[src/rtl/mem_port_arbiter_pkg.sv]
// Shared definitions for the unified-memory port arbiter: FSM states, grant
// encoding and the instruction word width.
package mem_port_arbiter_pkg;

    localparam int LEN_INST = 32;

    typedef enum logic {
        ARB_IDLE = 1'b0,
        ARB_BUSY = 1'b1
    } arb_state_t;

    typedef enum logic {
        GNT_I = 1'b0,
        GNT_D = 1'b1
    } arb_gnt_t;

    function automatic int lat_cnt_w(input int lat);
        return $clog2(lat) + 1;
    endfunction

endpackage

[src/rtl/mem_port_arbiter_lat_cnt.sv]
// Access-latency counter: loads the remaining BUSY cycles at grant and
// flags the final cycle of the access.
module mem_port_arbiter_lat_cnt #(
    parameter int W = 2
) (
    input  logic         clk,
    input  logic         rst,
    input  logic         load,
    input  logic         dec,
    input  logic [W-1:0] load_val,
    output logic         zero
);

    logic [W-1:0] cnt;

    always_ff @(posedge clk) begin
        if (!rst)
            cnt <= '0;
        else if (load)
            cnt <= load_val;
        else if (dec)
            cnt <= cnt - W'(1);
    end

    assign zero = (cnt == '0);

endmodule

[src/rtl/mem_port_arbiter.sv]
// Arbitrates one fixed-latency unified memory between the fetch and data
// ports, holding results until the pipeline advances; drives the global stall.
module mem_port_arbiter
    import mem_port_arbiter_pkg::*;
#(
    parameter int ADDR_W  = 32,
    parameter int DATA_W  = LEN_INST,
    parameter int MEM_LAT = 2
) (
    input  logic              clk,
    input  logic              rst,
    input  logic              if_req,
    input  logic [ADDR_W-1:0] if_addr,
    output logic [DATA_W-1:0] if_rdata,
    output logic              if_done,
    input  logic              dm_rd,
    input  logic              dm_wr,
    input  logic [ADDR_W-1:0] dm_addr,
    input  logic [DATA_W-1:0] dm_wdata,
    output logic [DATA_W-1:0] dm_rdata,
    output logic              dm_done,
    output logic              stall,
    output logic              mem_en,
    output logic              mem_we,
    output logic [ADDR_W-1:0] mem_addr,
    output logic [DATA_W-1:0] mem_wdata,
    input  logic [DATA_W-1:0] mem_rdata
);

    localparam int CW = lat_cnt_w(MEM_LAT);

    arb_state_t state;
    arb_gnt_t   gnt;
    logic       we_r;
    logic       dm_req;
    logic       cnt_load;
    logic       cnt_dec;
    logic       cnt_zero;

    assign dm_req   = dm_rd | dm_wr;
    assign stall    = (if_req & ~if_done) | (dm_req & ~dm_done);
    assign cnt_load = (state == ARB_IDLE) & stall;
    assign cnt_dec  = (state == ARB_BUSY) & ~cnt_zero;

    // Gating with rst lets a reset in the last BUSY cycle suppress the commit.
    assign mem_we = mem_en & we_r & cnt_zero & rst;

    mem_port_arbiter_lat_cnt #(.W(CW)) u_lat_cnt (
        .clk      (clk),
        .rst      (rst),
        .load     (cnt_load),
        .dec      (cnt_dec),
        .load_val (CW'(MEM_LAT - 1)),
        .zero     (cnt_zero)
    );

    always_ff @(posedge clk) begin
        if (!rst) begin
            state     <= ARB_IDLE;
            gnt       <= GNT_I;
            we_r      <= 1'b0;
            if_done   <= 1'b0;
            dm_done   <= 1'b0;
            if_rdata  <= '0;
            dm_rdata  <= '0;
            mem_en    <= 1'b0;
            mem_addr  <= '0;
            mem_wdata <= '0;
        end else begin
            if (!stall) begin
                if_done <= 1'b0;
                dm_done <= 1'b0;
            end
            case (state)
                ARB_IDLE: begin
                    if (stall) begin
                        state  <= ARB_BUSY;
                        mem_en <= 1'b1;
                        // Data wins a tie so the older instruction drains first.
                        if (dm_req & ~dm_done) begin
                            gnt       <= GNT_D;
                            mem_addr  <= dm_addr;
                            mem_wdata <= dm_wdata;
                            we_r      <= dm_wr;
                        end else begin
                            gnt      <= GNT_I;
                            mem_addr <= if_addr;
                            we_r     <= 1'b0;
                        end
                    end
                end
                ARB_BUSY: begin
                    if (cnt_zero) begin
                        state  <= ARB_IDLE;
                        mem_en <= 1'b0;
                        we_r   <= 1'b0;
                        if (gnt == GNT_D) begin
                            dm_done <= 1'b1;
                            if (!we_r)
                                dm_rdata <= mem_rdata;
                        end else begin
                            if_done  <= 1'b1;
                            if_rdata <= mem_rdata;
                        end
                    end
                end
                default: state <= ARB_IDLE;
            endcase
        end
    end

endmodule

[config.mk]
export PLATFORM = sky130hd
export DESIGN_NAME = mem_port_arbiter
export DESIGN_NICKNAME = d
export VERILOG_FILES = /design/src/rtl/mem_port_arbiter_pkg.sv /design/src/rtl/mem_port_arbiter_lat_cnt.sv /design/src/rtl/mem_port_arbiter.sv
export SDC_FILE = /design/constraint.sdc
export NUM_CORES = 1
export LEC_CHECK = 0
export CORE_MARGIN = 8
export CORE_UTILIZATION = 35
export DETAILED_ROUTE_END_ITERATION = 7
export DONT_BUFFER_PORTS = 1
export PLACE_DENSITY = 0.54
export RECOVER_POWER = 100
export SLEW_MARGIN = 20
export SYNTH_ARGS = -nofsm -noshare
export SYNTH_HDL_FRONTEND = slang
export SYNTH_SLANG_ARGS = --single-unit
[constraint.sdc]
create_clock -name clk -period 3.4 [get_ports clk]
set_input_delay 0.51 -clock clk [delete_from_list [all_inputs] [get_ports clk]]
set_output_delay 0.51 -clock clk [all_outputs]
set_load 0.03 [all_outputs]
==> summary.txt <==
Placed design
  – PortBufs: 0
  – DP Area: 5225 um2
  – Final GP Congestion: 0.7304
  – Cells after DPL: 719
  – Final HPWL DP: 11220 um
  – Post-Place Setup Slack: between 0.6 and 0.7 ns

Clocking
  – CTS clock-pin slew for the worst setup and hold paths: 0.06 ns
  – Post-CTS Hold Fix Bufs: 0
  – Post CTS Setup Buffer Count: 0
  – Cts bufs inserted: 17
  – Bufs on Longest Clock Path: 2
  – CTS tree: yes
  – Clk sinks: 136
  – Resize count post-CTS: 0
  – H-tree depth: 4
  – Root Buffer: clkbuf_16
  – Skew-Pair Late Insertion Delay: 0.41 ns

STA
  – Achievable Freq: 355.4 MHz
  – Final Max Slew Viols: 35
  – Final Setup Violations: 0
  – Final TNS setup: 0 ns
  – Clock period minus worst slack: around 2.8 ns
  – RSZ-0062 raised after global routing: no
  – Final Hold Viols: 0
  – Worst Max-Slew Pin Slew: 1.515 ns
  – Final Cycle Share: between 80% and 90%
  – Slew headroom: -0.9669%
  – Worst setup margin: 0.5860 ns
  – WHS: 0.2269 ns
  – Setup Skew: 0.006906 ns

Power
  – Internal power: 2.974 mW
  – Sw Share: 29.44%
  – Total power: 4.215 mW
  – P per Cell Area: between 700 and 800 nW/um2
  – IR drop worst, VDD: between 0.3 and 0.4 mV
  – Sequential power share: 49.3%
  – Comb pwr share: 8.8%
  – Clock network fraction of total power: 41.9%
  – Leak: 1.966 nW
  – Switching power: about 1.2 mW

Worst setup path
  – Kind of critical path: register to register
  – CP max stage delay: ~1.1 ns
  – Max FO, Critical Path: 38
  – CP endpoint kind: register
  – Startpoint types: register
  – CP top delay family: buffers and inverters
  – Worst path slowest cell: clkbuf_1
  – Crit path buf inv count: 1
  – Data arrival, critical path: roughly 3.2 ns
  – Required time worst endpoint: 3.73 ns
  – Critical Path, Cell by Cell: o21bai_2 > clkbuf_1 > o21ai_0 > a21oi_1

Die
  – Area of the core: 14590 um2
  – Die Span Y: 138.3 um
  – Starting Density: 35.88%
  – Die Span X: 138.3 um
  – Num rows: 44
  – Num ports: 266
  – Die Area: 19130 um2

Global route
  – Initial antenna violation count: 0
  – GRT Util Overall: 16.01%
  – Vias in the first global route: between 4000 and 5000
  – Pin count of the biggest net entering global routing: 65
  – Remaining global-route overflow: 0
  – First-pass GRT wire length: roughly 25000 um

Drt
  – DRC errors left: 0
  – Vias post-DR: 4271
  – Final wirelength: approximately 16000 um
  – Antenna violation net count after detailed routing: 0
  – Pre-Repair DR Iteration Count: 4
  – Avg Vias per Cell: between 5 and 6
  – Initial DRC Count: roughly 210
  – WL/cell: approximately 21 um

Synth
  – Compound-Gate Fraction of Synth Area: 26.63%
  – Multiplexer area fraction after synthesis: 0%
  – EDFF count, synth: 0
  – Primary FF master, synth: dfxtp_1
  – #FFs+latches synth: 136
  – Asr flop ratio synth: 0%
  – Adder-Cell Fraction of Synth Area: 0.2390%
  – Post-synthesis xor/xnor area fraction: 0%
  – Synth Net Count: 719
  – Cells after synthesis: 585
  – Post-synthesis simple-gate area fraction: 14.77%
  – Yosys cell types: 39
  – Sequential-to-total area share from yosys stat: 52.01%
  – Avg Inst Size Synth: 8.949 um2
  – Largest family of logic cells by synthesized area: compound AO/OA/AOI/OAI gates
  – Post-synthesis cell area: around 5200 um2
  – Warning count from the yosys run: 0

Final layout
  – Fillers: 1439
  – Antenna cell count: 0
  – Layout cells sized above 1: roughly 8.3%
  – Final cell count without fillers: 750
  – Layout Utilization: 39.50%
  – Final instance area: 5763 um2
  – Area growth, synth to finish: 10.09%
  – # nets final: 688

Hold path
  – Hold Crit Class: input port to register

Status
  – Failing checks: capacitance limit, slew limit
  – Status: complete, but fails checks

Run
  – Max cap viols: 1
cells in the final DEF (no fill, tap or decap), types with 2 or more instances in the layout:
cell / count
o31a_1: 33
nand3_1: 34
inv_2: 2
o221a_2: 8
nand2_1: 130
o221a_1: 24
clkbuf_16: 17
clkinv_2: 5
buf_4: 4
a21oi_1: 98
and2_1: 2
clkinvlp_4: 2
clkbuf_8: 2
nor2_1: 4
o21ai_0: 32
bufinv_16: 2
dfxtp_1: 135
clkbuf_1: 6
inv_1: 3
kinds of logic (layout without fill, tap and decap cells):
| family | after synthesis | after routing |
|---|---|---|
| buffers and inverters | 63 | 44 |
| adders and majority gates | 1 | 1 |
| AOI/OAI and AO/OA | 204 | 204 |
| DFF | 136 | 136 |
| and+or+nand+nor | 181 | 181 |
routing by layer:
layer | up-vias | wire length (um) | track usage (%) | share of wire (%)
li1 | 2015 | - | - | -
met1 | 2013 | 5780 | 16.40 | 36
met2 | 207 | 7437 | 25.17 | 47
met3 | 36 | 2166 | 10.34 | 14
met4 | 0 | 457 | 7.323 | 2.9
met5 | - | 0 | 0 | 0
cells in the mapped netlist (2+ instances only):
library cell / number / area share, %
dfxtp_1: 136 / 52
o31a_1: 33 / 5.5
o21ai_0: 32 / 3.1
and2_1: 2 / 0.24
buf_4: 6 / 0.86
a21oi_1: 98 / 9.4
buf_1: 5 / 0.36
buf_6: 6 / 1.3
clkbuf_1: 18 / 1.3
o221a_2: 8 / 1.7
nand2_1: 130 / 9.3
nor2_1: 4 / 0.29
buf_2: 22 / 2.1
o221a_1: 24 / 5.2
nand3_1: 34 / 3.3
inv_1: 4 / 0.29
worst register-to-register path: stages, from the launching register on:
cell,delay [ns]
dfxtp_1,0.59
o21bai_2,0.59
clkbuf_1,1.11
o21ai_0,0.25
a21oi_1,0.20
sequential cells by signal, summed over array words and instances (netlist names):
signal         cells
we_r               1
gnt                1
u_lat_cnt.cnt      2
dm_done            1
mem_wdata         32
if_rdata          32
dm_rdata          32
state              1
if_done            1
mem_addr          32
mem_en             1
final timing paths:
| kind | start | end | slack [ns] | cells after the start |
|---|---|---|---|---|
| worst max-delay path | dm_done | mem_wdata[13] | 0.59 | 4 |
| worst min-delay path | rst | state | 0.23 | 1 |
| worst max register to register | dm_done | mem_wdata[13] | 0.59 | 4 |
| worst min register to register | u_lat_cnt.cnt[1] | u_lat_cnt.cnt[1] | 0.47 | 2 |
final cells by class:
class                      instances  area, um2  share of cell area (%)
sequential                       136       2724                   47.26
multi-input combinational        386       2165                   37.56
clock buffer                      22      464.2                   8.055
tap                              184      230.2                   3.995
clock inverter                     9      100.1                   1.737
timing repair buffer               8      61.31                   1.064
inverter                           5      18.77                  0.3257
power groups by stage:
stage	Combinational [mW]	Clock, mW	Sequential, mW
after floorplan	0.349	0	2.06
after global placement	0.367	0	2.12
after detailed placement	0.382	0	2.12
after CTS	0.383	1.81	2.08
after global routing	0.421	1.89	2.09
final	0.372	1.77	2.08
(Power assumes the default switching activity.)
